**src/rtl/uart_rx_axis.sv**
```systemverilog
// rtl/uart_rx_axis.sv - 8N1 UART receiver feeding a small byte FIFO with an AXI-Stream style output.
// Bad frames and bytes that arrive while the FIFO is full never reach the stream.
module uart_rx_axis #(
  parameter int CLKS_PER_BIT = 868,
  parameter int FIFO_DEPTH   = 16
) (
  input  logic                          clk,
  input  logic                          rst,
  input  logic                          uart_rxd,
  output logic [7:0]                    m_axis_tdata,
  output logic                          m_axis_tvalid,
  input  logic                          m_axis_tready,
  output logic                          frame_err,
  output logic                          overrun,
  output logic [$clog2(FIFO_DEPTH):0]   fifo_level
);

  localparam int CW = $clog2(CLKS_PER_BIT);
  localparam int AW = $clog2(FIFO_DEPTH);
  localparam logic [CW-1:0] CNT_HALF = CW'(CLKS_PER_BIT / 2 - 1);
  localparam logic [CW-1:0] CNT_FULL = CW'(CLKS_PER_BIT - 1);
  localparam logic [AW:0]   LVL_FULL = (AW + 1)'(FIFO_DEPTH);

  typedef enum logic [2:0] {
    S_IDLE, S_START, S_DATA, S_STOP, S_WAIT_HIGH
  } state_t;

  state_t          state_q;
  logic            rxd_meta_q, rxd_s_q;
  logic [CW-1:0]   cnt_q;
  logic [2:0]      idx_q;
  logic [7:0]      sh_q;
  logic            frame_err_q, overrun_q;

  logic [7:0]      mem_q [FIFO_DEPTH];
  logic [AW-1:0]   rd_ptr_q, wr_ptr_q;
  logic [AW:0]     level_q, level_d;

  logic            push_req, pop, full, do_push;

  always_ff @(posedge clk or posedge rst) begin
    if (rst) begin
      rxd_meta_q <= 1'b1;
      rxd_s_q    <= 1'b1;
    end else begin
      rxd_meta_q <= uart_rxd;
      rxd_s_q    <= rxd_meta_q;
    end
  end

  // A good stop bit pushes in the same cycle it is sampled.
  assign push_req = (state_q == S_STOP) && (cnt_q == CNT_FULL) && rxd_s_q;

  always_ff @(posedge clk or posedge rst) begin
    if (rst) begin
      state_q     <= S_IDLE;
      cnt_q       <= '0;
      idx_q       <= '0;
      sh_q        <= '0;
      frame_err_q <= 1'b0;
    end else begin
      frame_err_q <= 1'b0;
      case (state_q)
        S_IDLE: begin
          cnt_q <= '0;
          if (!rxd_s_q) state_q <= S_START;
        end
        S_START: begin
          if (cnt_q == CNT_HALF) begin
            cnt_q   <= '0;
            idx_q   <= '0;
            state_q <= rxd_s_q ? S_IDLE : S_DATA;
          end else begin
            cnt_q <= cnt_q + 1'b1;
          end
        end
        S_DATA: begin
          if (cnt_q == CNT_FULL) begin
            cnt_q <= '0;
            sh_q  <= {rxd_s_q, sh_q[7:1]};
            if (idx_q == 3'd7) state_q <= S_STOP;
            else               idx_q   <= idx_q + 3'd1;
          end else begin
            cnt_q <= cnt_q + 1'b1;
          end
        end
        S_STOP: begin
          if (cnt_q == CNT_FULL) begin
            cnt_q <= '0;
            if (rxd_s_q) begin
              state_q <= S_IDLE;
            end else begin
              frame_err_q <= 1'b1;
              state_q     <= S_WAIT_HIGH;
            end
          end else begin
            cnt_q <= cnt_q + 1'b1;
          end
        end
        S_WAIT_HIGH: begin
          if (rxd_s_q) state_q <= S_IDLE;
        end
        default: state_q <= S_IDLE;
      endcase
    end
  end

  assign pop     = m_axis_tvalid && m_axis_tready;
  assign full    = (level_q == LVL_FULL);
  // At full a simultaneous pop frees the head slot, which is also the write slot.
  assign do_push = push_req && (!full || pop);

  always_comb begin
    level_d = level_q;
    case ({do_push, pop})
      2'b10:   level_d = level_q + 1'b1;
      2'b01:   level_d = level_q - 1'b1;
      default: level_d = level_q;
    endcase
  end

  always_ff @(posedge clk) begin
    if (do_push) mem_q[wr_ptr_q] <= sh_q;
  end

  always_ff @(posedge clk or posedge rst) begin
    if (rst) begin
      rd_ptr_q  <= '0;
      wr_ptr_q  <= '0;
      level_q   <= '0;
      overrun_q <= 1'b0;
    end else begin
      level_q   <= level_d;
      overrun_q <= push_req && full && !pop;
      if (do_push) wr_ptr_q <= wr_ptr_q + 1'b1;
      if (pop)     rd_ptr_q <= rd_ptr_q + 1'b1;
    end
  end

  assign m_axis_tdata  = mem_q[rd_ptr_q];
  assign m_axis_tvalid = (level_q != '0);
  assign fifo_level    = level_q;
  assign frame_err     = frame_err_q;
  assign overrun       = overrun_q;

endmodule
```
**config.mk**
```make
export PLATFORM = sky130hd
export DESIGN_NAME = uart_rx_axis
export DESIGN_NICKNAME = d
export VERILOG_FILES = /design/src/rtl/uart_rx_axis.sv
export SDC_FILE = /design/constraint.sdc
export NUM_CORES = 1
export LEC_CHECK = 0
export BUFFER_PORTS_ARGS = -buffer_cell sky130_fd_sc_hd__buf_2
export CAP_MARGIN = 20
export CORE_AREA = 2 2 86 150
export CTS_BUF_LIST = sky130_fd_sc_hd__clkbuf_16
export DETAILED_ROUTE_END_ITERATION = 16
export DIE_AREA = 0 0 88 152
export PLACE_DENSITY = 0.78
export SETUP_SLACK_MARGIN = 0.5
export SLEW_MARGIN = 20
export SYNTH_ARGS = -nofsm -noshare
export SYNTH_HDL_FRONTEND = slang
export SYNTH_SLANG_ARGS = --single-unit
```
**constraint.sdc**
```tcl
create_clock -name clk -period 3.13 [get_ports clk]
set_input_delay 0.626 -clock clk [delete_from_list [all_inputs] [get_ports clk]]
set_output_delay 0.626 -clock clk [all_outputs]
set_load 0.005 [all_outputs]
```
# After elaboration in Yosys (flattened, before gate mapping)
# Memory sizes are Yosys's and may differ from the RTL's.
# Cells that the tools add are included.
# Widths: inputs -> output; s select.
op_classes:
  addsub: 6
  n_mul: 0
  n_div: 0
  n_lt_le_gt_ge: 0
  n_eq_ne: 17
  n_shift: 0
  muxes: 22
  n_bitwise: 0
  n_reduce_logical: 18
ops:
  columns: ["cell", "n"]
  rows:
  - ["$mux 3", 10]
  - ["$pmux 10 s3", 1]
  - ["$mux 10", 2]
  - ["$pmux 3 s5", 1]
  - ["$ne 2x2->1 const B", 6]
  - ["$add 10x1->10 const B", 1]
  - ["$eq 10x10->1 const B", 1]
  - ["$eq 10x9->1 const B", 1]
  - ["$pmux 5 s2", 1]
  - ["$add 4x1->4 const B", 2]
  - ["$eq 3x2->1 const B", 2]
  - ["$eq 3x3->1 const B", 2]
  - ["$logic_and 1x1->1", 6]
  - ["$pmux 3 s2", 1]
  - ["$reduce_and 6->1", 1]
  - ["$add 5x1->5 const B", 1]
  - ["$eq 5x5->1 const B", 1]
  - ["$mux 1", 5]
  - ["$reduce_bool 5->1", 1]
  - ["$sub 5x1->5 const B", 1]
  - ["$reduce_and 4->1", 1]
  - ["$reduce_bool 2->1", 2]
  - ["$add 3x1->3 const B", 1]
  - ["$eq 3x1->1 const B", 1]
  - ["other kinds (10)", 11]
word_totals:
  register_bits: 41
  latch_bits: 0
  mem_bits_rw: 128
  rom_bits: 0
  in_bits: 4
  output_inout_bits: 16
  n_memories: 1
memory_table:
  columns: ["memory", "words", "width", "rd", "rd_clocked_by_memory_dff", "write_ports", "line", "rtl"]
  rows:
  - ["mem_q", 16, 8, 1, 0, 1, "35", "logic [7:0] mem_q [FIFO_DEPTH];"]

# Logic depth before layout (Yosys ltp)
# Gate-level depths: netlist of run 1.
depth:
  depth_word: 6
  depth_mapped: 10

# Least setup slack after synthesis of run 1
# Ideal clock, no wire load.
synth_timing:
  path_kind: "reg2reg"
  start: "register cnt_q[0]"
  end: "memory mem_q[3][0] (enable)"
  arrival_time_ps: 2271
  required_time_ps: 2747
  path_slack_ps: 476
  stages_incl_launch_ff: 8
  path_buffers: 1
  period_less_slack_ps: 2654
  path_cell_list: "dfrtp_1 ha_1 nand4bb_4 nor4_4 nor2b_1 buf_6 nand2_1 nor3_1"
synth_via:
  elab_chain_cells: 6
synth_lines:
  columns: ["item", "line", "rtl"]
  rows:
  - ["from (decl)", "30", "logic [CW-1:0] cnt_q;"]
  - ["from (signal assigned)", "74", "cnt_q <= cnt_q + 1'b1;"]
  - ["from (signal assigned)", "84", "cnt_q <= cnt_q + 1'b1;"]
  - ["from (signal assigned)", "97", "cnt_q <= cnt_q + 1'b1;"]
  - ["$eq 10x10->1", "52", "assign push_req = (state_q == S_STOP) && (cnt_q == CNT_FULL) && rxd_s_q;"]
  - ["$logic_and 1x1->1 (2 in series)", "52", null]
  - ["$logic_and 1x1->1", "111", "assign do_push = push_req && (!full || pop);"]
  - ["$mux 1", "123", "if (do_push) mem_q[wr_ptr_q] <= sh_q;"]
  - ["$mux 1 (implied by the code)", "123", null]
  - ["to (decl)", "35", null]
# Every way passes these cells.

# Worst setup path in the final report of run 1
layout_timing:
  start: "register rd_ptr_q[0]"
  end: "output m_axis_tdata[3]"
layout_via:
  elab_chain_cells: 1
layout_lines:
  columns: ["item", "line", "rtl"]
  rows:
  - ["from (decl)", "36", "logic [AW-1:0] rd_ptr_q, wr_ptr_q;"]
  - ["from (signal assigned)", "136", "if (pop) rd_ptr_q <= rd_ptr_q + 1'b1;"]
  - ["$mem_v2 16x8", null, null]
  - ["to (decl)", "10", "output logic [7:0] m_axis_tdata,"]
# Every way passes these cells.

==> key figures, run 1 <==
Outcome
  • Result of the run: finished clean

Cells and area
  • Area overhead of the layout relative to synthesis: 18.20%
  • Net count reported at finish: 478
  • Count of fill cells added during filler insertion: 799
  • Antenna cells: 0
  • Fraction of layout cells with a size suffix above 1: 35.16%

Detailed routing
  • Routed Wire Length: 14580 um
  • Post-route antenna net violation count: 0
  • First-pass iteration count of the detailed router: 5
  • DR DRC count: 0
  • Detailed router's first-iteration violation count: 278
  • Average detailed-routed wire length per instance: 22.67 um
  • Via Count: 3797
  • Via density per instance: 5.905

STA
  • Transition at the pin with the smallest max-transition slack: 695.8 ps
  • Post-route fraction of the period consumed by the critical path: 94.78%
  • Min Clock Period, post-route: 2967 ps
  • Setup repair after global routing missed its margin: yes
  • Post-layout worst setup margin: 163.4 ps
  • Achievable frequency: 337.1 MHz
  • Worst max-slew margin expressed relative to the limit: 53.61%
  • Worst clock skew on the final layout: 8.954 ps
  • Setup_tns: 0 ps
  • Slew Viols, Final: 0
  • Final count of hold timing violations: 0
  • Finish-stage setup viols: 0

Synthesis
  • Async set-reset flop share out of synthesis: 24.26%
  • Post-Syn Area per Cell: 17.55 um^2
  • Count of cell types in the netlist: 52
  • Net count after synthesis: 416
  • Predominant post-synthesis flop cell: sky130_fd_sc_hd__edfxtp_1
  • Post-synthesis instance area: 7038 um^2
  • Sequential-to-total area share from yosys stat: 69.23%
  • Flop and latch count out of synthesis: 169
  • Yosys Warn Count: 0
  • Gate count after technology mapping: 401
  • Number of synthesized flops with an enable pin: 128

Clock tree
  • Clock transition at the register clock pins on the worst setup and hold paths after CTS: 60 ps
  • CTS root buffer: sky130_fd_sc_hd__clkbuf_16
  • Clock tree from TritonCTS: done
  • Deepest level of the CTS H-tree: 4
  • Clock Tree Buf Depth: 2
  • Post-CTS Hold Buffers: 0
  • Clock latency at the later pin of the worst-skew pair: 420 ps
  • Number of buffers created by CTS: 17
  • Number of sinks on the clock net: 169

Global route
  • Global-route wire length before repair: 22580 um
  • Gr ovfl total: 0
  • Number of antenna violations at the first check in global routing: 0
  • Maximum number of pins on one net before global-route repair: 33
  • Combined global-route utilization of all metal layers: 23.52%
  • Number of global-route vias before repair: 4078

Placement
  • IO Port Bufs: 19
  • Detailed-placement wirelength estimate: 9278 um
  • Setup WS pre-CTS: 364.2 ps
  • Weighted congestion at the end of routability-driven global placement: 0.8302

Critical path
  • CP endpoint kind: output pin
  • Cell depth of the worst flop-to-flop path: 9
  • Arrival time at the worst endpoint: 2340 ps
  • Kind of launch point of the worst setup path: flip-flop
  • Highest net fanout along the worst path: 5
  • Worst endpoint required time: 2500 ps
  • Critical path start-end classification: reg -> out

Pwr
  • Total leakage power: 3.382 nW
  • Areal power density over the cells: 548.0 nW/um^2
  • Peak ir drop on the vdd network: 0.4211 mV

Floorplan
  • Rows: 54
  • Die boundary width: 88 um
  • Vert. Die Dim: 152 um
  • Total die area: 13380 um^2
  • Total core area: 12230 um^2
  • Boundary pin count: 20
  • Starting density of the core: 57.55%

Job
  • Reported max-cap violation count: 0

Worst hold path
  • Classification of the worst-slack hold path: in -> async
[synth_stat cells (6+ instances only)]
cell                       number  area, um^2
sky130_fd_sc_hd__o21ai_0       11       55.05
sky130_fd_sc_hd__a21oi_1        6       30.03
sky130_fd_sc_hd__mux4_2        40       900.9
sky130_fd_sc_hd__nor3_1        10       50.05
sky130_fd_sc_hd__dfrtp_1       39       975.9
sky130_fd_sc_hd__clkbuf_1       7       26.28
sky130_fd_sc_hd__ha_1          11       137.6
sky130_fd_sc_hd__mux2_2         9       101.4
sky130_fd_sc_hd__nor2_1        22       82.58
sky130_fd_sc_hd__nand2_1       30       112.6
sky130_fd_sc_hd__edfxtp_1     128        3844
sky130_fd_sc_hd__xnor2_1       11       96.34
sky130_fd_sc_hd__inv_1          9       33.78
[kinds of logic (layout without fill, tap and decap cells)]
logic type                 after synthesis  after routing  synth area share [%]
DFF                                    169            169                 69.23
and+or+nand+nor                         97             97                 7.609
buffers and inverters                   25             99                 1.511
xor gates and xnor gates                12             12                 1.493
adders and majority gates               11             11                 1.956
AOI/OAI and AO/OA                       33             33                 3.111
muxes                                   54             54                 15.09
[repair_timing]
action / 4_1_cts / 5_1_grt
endpoints found under the setup margin: 81 / 121
buffers inserted: 8 / 2
resized for setup: 12 / 9
gates cloned: 1 / 0
pin swaps: 1 / 3
hold endpoints to repair: 0 / 0
[state kept, by name (all words and copies together) (netlist names)]
signal      flops
cnt_q          10
mem_q         128
rd_ptr_q        4
frame_err       1
state_q         3
wr_ptr_q        4
rxd_s_q         1
fifo_level      5
sh_q            8
rxd_meta_q      1
overrun         1
idx_q           3
[worst max-delay path, cell delays in order, from the launching register on]
cell	delay [ps]
sky130_fd_sc_hd__dfrtp_4	470
sky130_fd_sc_hd__buf_8	160
sky130_fd_sc_hd__buf_12	130
sky130_fd_sc_hd__mux4_2	530
sky130_fd_sc_hd__mux4_2	490
sky130_fd_sc_hd__buf_6	130
[final timing paths]
kind	start	to	slack (ps)
max	rd_ptr_q[0]	m_axis_tdata[3]	160
min in group clk	uart_rxd	rxd_meta_q	300
max in group asynchronous	rst	sh_q[4]	2470
min	rst	state_q[1]	120
min reg2reg	rxd_meta_q	rxd_s_q	360
max reg2reg	fifo_level[1]	fifo_level[4]	560
[layout make-up]
type | count | area [um^2] | area share [%]
Clock buffer | 17 | 425.4 | 5.114
Clock inverter | 14 | 185.2 | 2.226
Inverter | 9 | 33.78 | 0.4061
Multi-Input combinational cell | 207 | 2095 | 25.18
Sequential cell | 169 | 4881 | 58.67
Tap cell | 168 | 210.2 | 2.527
Timing Repair Buffer | 59 | 489.2 | 5.881
[power breakdown]
part           internal (mW)  switching, mW  total, mW
sequential              2.39        0.00146       2.39
clock                   1.27          0.875       2.15
combinational        0.00702         0.0133     0.0203
[cells in the final DEF, fill, tap and decap left out, types with 11 or more instances in the layout]
| master | n |
|---|---|
| sky130_fd_sc_hd__edfxtp_1 | 128 |
| sky130_fd_sc_hd__mux4_2 | 40 |
| sky130_fd_sc_hd__dfrtp_1 | 34 |
| sky130_fd_sc_hd__buf_4 | 31 |
| sky130_fd_sc_hd__nand2_1 | 29 |
| sky130_fd_sc_hd__nor2_1 | 21 |
| sky130_fd_sc_hd__buf_2 | 18 |
| sky130_fd_sc_hd__clkbuf_16 | 17 |
| sky130_fd_sc_hd__o21ai_0 | 11 |
| sky130_fd_sc_hd__xnor2_1 | 11 |
[per-stage QoR]
step                hold WS (ps)  std cells  power, mW  area, um^2  utilization, %
CTS                        292.8        640      4.581        8249           67.45
finish                     115.8        643      4.559        8319           68.03
global placement           345.9        600      2.452        7520           61.49
global route               111.1        643      4.684        8319           68.03
floorplan                  345.2        401      2.444        7051               -
detailed placement         353.0        600      2.453        7520           61.49
[routing by layer]
metal	up-vias	global-route usage (%)	routed length (um)
li1	1702	-	-
met1	1954	27.18	5172
met2	118	42.28	8450
met3	23	5.160	666
met4	0	7.692	287
met5	-	0	0
No activity file was read; power rests on OpenSTA's default activity.
==> run 2: changes to the inputs <==
--- a/config.mk
+++ b/config.mk
@@ -7,10 +7,10 @@
 export LEC_CHECK = 0
 export BUFFER_PORTS_ARGS = -buffer_cell sky130_fd_sc_hd__buf_2
 export CAP_MARGIN = 20
-export CORE_AREA = 2 2 86 150
+export CORE_AREA = 2 2 119 109
 export CTS_BUF_LIST = sky130_fd_sc_hd__clkbuf_16
 export DETAILED_ROUTE_END_ITERATION = 16
-export DIE_AREA = 0 0 88 152
+export DIE_AREA = 0 0 121 111
 export PLACE_DENSITY = 0.78
 export SETUP_SLACK_MARGIN = 0.5
 export SLEW_MARGIN = 20
==> constraint.sdc (replaced) <==
create_clock -name clk -period 3.7 [get_ports clk]
set_input_delay 0.74 -clock clk [delete_from_list [all_inputs] [get_ports clk]]
set_output_delay 0.74 -clock clk [all_outputs]
set_load 0.005 [all_outputs]
==> key figures, run 2 (synthesized netlist as in run 1, its figures left out) <==
Cells and area
  • Largest register FFs: 128
  • Count of fill cells added during filler insertion: 795
  • Register ranked first by flip-flop count: mem_q
  • Area overhead of the layout relative to synthesis: 13.48%
  • Most common cell after layout, fill and taps aside: sky130_fd_sc_hd__edfxtp_1
  • Most used cells in the layout excluding fill and tap cells: sky130_fd_sc_hd__edfxtp_1, sky130_fd_sc_hd__mux4_2, sky130_fd_sc_hd__dfrtp_1, sky130_fd_sc_hd__nand2_1, sky130_fd_sc_hd__nor2_1
  • Net count reported at finish: 449
  • Antenna cells: 0
  • Fraction of layout cells with a size suffix above 1: 28.41%
  • Largest registers: mem_q x128, cnt_q x10, sh_q x8

Detailed routing
  • First-pass iteration count of the detailed router: 5
  • Average detailed-routed wire length per instance: 21.02 um
  • Via Count: 3621
  • Detailed router's first-iteration violation count: 355
  • DR DRC count: 0
  • Post-route antenna net violation count: 0
  • Routed Wire Length: 12850 um
  • Via density per instance: 5.926

Pwr
  • Peak ir drop on the vdd network: 0.2854 mV
  • Areal power density over the cells: 488.2 nW/um^2
  • Total leakage power: 3.230 nW

Placement
  • Weighted congestion at the end of routability-driven global placement: 0.8182
  • Detailed-placement wirelength estimate: 8231 um
  • IO Port Bufs: 19
  • Setup WS pre-CTS: 744.7 ps

Critical path
  • Critical path start-end classification: reg -> out
  • Cell depth of the worst flop-to-flop path: 9
  • CP endpoint kind: output pin
  • Start of the worst register-to-register path: fifo_level[1]
  • Arrival time at the worst endpoint: 2280 ps
  • End of the worst register-to-register path: fifo_level[4]
  • Reg-to-reg setup timing slack: 740 ps
  • Kind of launch point of the worst setup path: flip-flop
  • Highest net fanout along the worst path: 26
  • Worst endpoint required time: 2960 ps

STA
  • Post-layout worst setup margin: 681.3 ps
  • Final count of hold timing violations: 0
  • Setup_tns: 0 ps
  • Finish-stage setup viols: 0
  • Transition at the pin with the smallest max-transition slack: 800.0 ps
  • Achievable frequency: 331.3 MHz
  • Post-route fraction of the period consumed by the critical path: 81.59%
  • Worst max-slew margin expressed relative to the limit: 46.47%
  • Slew Viols, Final: 0
  • Setup repair after global routing missed its margin: no
  • Min Clock Period, post-route: 3019 ps
  • Worst clock skew on the final layout: 11.47 ps

Floorplan
  • Total core area: 12350 um^2
  • Starting density of the core: 57.01%
  • Vert. Die Dim: 111 um
  • Total die area: 13430 um^2
  • Boundary pin count: 20
  • Rows: 39
  • Die boundary width: 121 um

Clock tree
  • Number of sinks on the clock net: 169
  • Clock transition at the register clock pins on the worst setup and hold paths after CTS: 60 ps
  • Post-CTS Hold Buffers: 0
  • Clock tree from TritonCTS: done
  • Deepest level of the CTS H-tree: 4
  • Number of buffers created by CTS: 17
  • Number of buffers inserted to repair setup after CTS: 1
  • Gates resized, CTS repair: 0
  • Clock Tree Buf Depth: 2
  • Clock latency at the later pin of the worst-skew pair: 430 ps
  • CTS root buffer: sky130_fd_sc_hd__clkbuf_16

Worst hold path
  • Hold Path Depth: 0
  • Source of the worst hold timing path: rxd_meta_q
  • Classification of the worst-slack hold path: reg -> reg
  • Destination of the worst hold path: rxd_s_q

Global route
  • Number of antenna violations at the first check in global routing: 0
  • Combined global-route utilization of all metal layers: 21.18%
  • Maximum number of pins on one net before global-route repair: 36
  • Global-route wire length before repair: 20840 um
  • Number of global-route vias before repair: 3706
  • Gr ovfl total: 0

Job
  • Reported max-cap violation count: 0

Outcome
  • Result of the run: finished clean
==> run 2: cell count changes in the layout (fill, tap and decap cells not counted), sizes merged <==
cell and delta:
buf -29, bufinv +1, clkinv +1, clkinvlp -1
==> run 2: per-layer routing <==
metal / vias up / GRT usage [%] / wire length, um
li1: 1641 / - / -
met5: - / 0 / 0
met4: 0 / 7.907 / 202
met3: 14 / 4.784 / 624
met2: 118 / 33.22 / 6533
met1: 1848 / 29.38 / 5485
==> run 2: how the worst max path moves through the flow <==
stage,to,depth (start not counted),from,slack (ps)
4_1_cts,m_axis_tdata[0],4,rd_ptr_q[0],650
3_5_place_dp,mem_q[11][4],6,cnt_q[0],740
6_report,m_axis_tdata[0],4,rd_ptr_q[0],680
3_3_place_gp,mem_q[11][4],6,cnt_q[0],810
2_1_floorplan,m_axis_tdata[0],4,rd_ptr_q[0],1000
5_1_grt,mem_q[11][7],6,cnt_q[0],560
==> run 2: area by class of cell <==
type                       count  area (um^2)  share of cell area (%)
sequential                   169         4873                   61.02
multi-input combinational    207         2059                   25.79
clock buffer                  17        425.4                   5.327
tap                          164        205.2                   2.569
clock inverter                15        198.9                   2.491
timing repair buffer          30        190.2                   2.381
inverter                       9        33.78                  0.4230
==> run 2: worst max-delay path, stage by stage, from the launching register on <==
cell and delay (ps):
sky130_fd_sc_hd__dfrtp_2 390, sky130_fd_sc_hd__buf_12 230, sky130_fd_sc_hd__mux4_2 560, sky130_fd_sc_hd__mux4_2 500, sky130_fd_sc_hd__buf_2 150
==> run 2: power breakdown <==
| group | internal, mW | switching [mW] | total (mW) |
|---|---|---|---|
| Combinational | 0.00230 | 0.0102 | 0.0125 |
| Sequential | 2.02 | 0.00117 | 2.02 |
| Clock | 1.14 | 0.729 | 1.87 |
==> run 2: stage by stage <==
step	utilization, %	std cells	hold WS (ps)	cell area [um^2]	total power [mW]
after CTS	64.69	611	356.1	7986	3.931
after global placement	59.57	578	347.8	7355	2.073
after detailed placement	59.57	578	347.0	7355	2.074
after global routing	64.69	611	357.8	7986	3.999
final	64.69	611	355.2	7986	3.899
after floorplan	-	401	345.2	7038	2.068
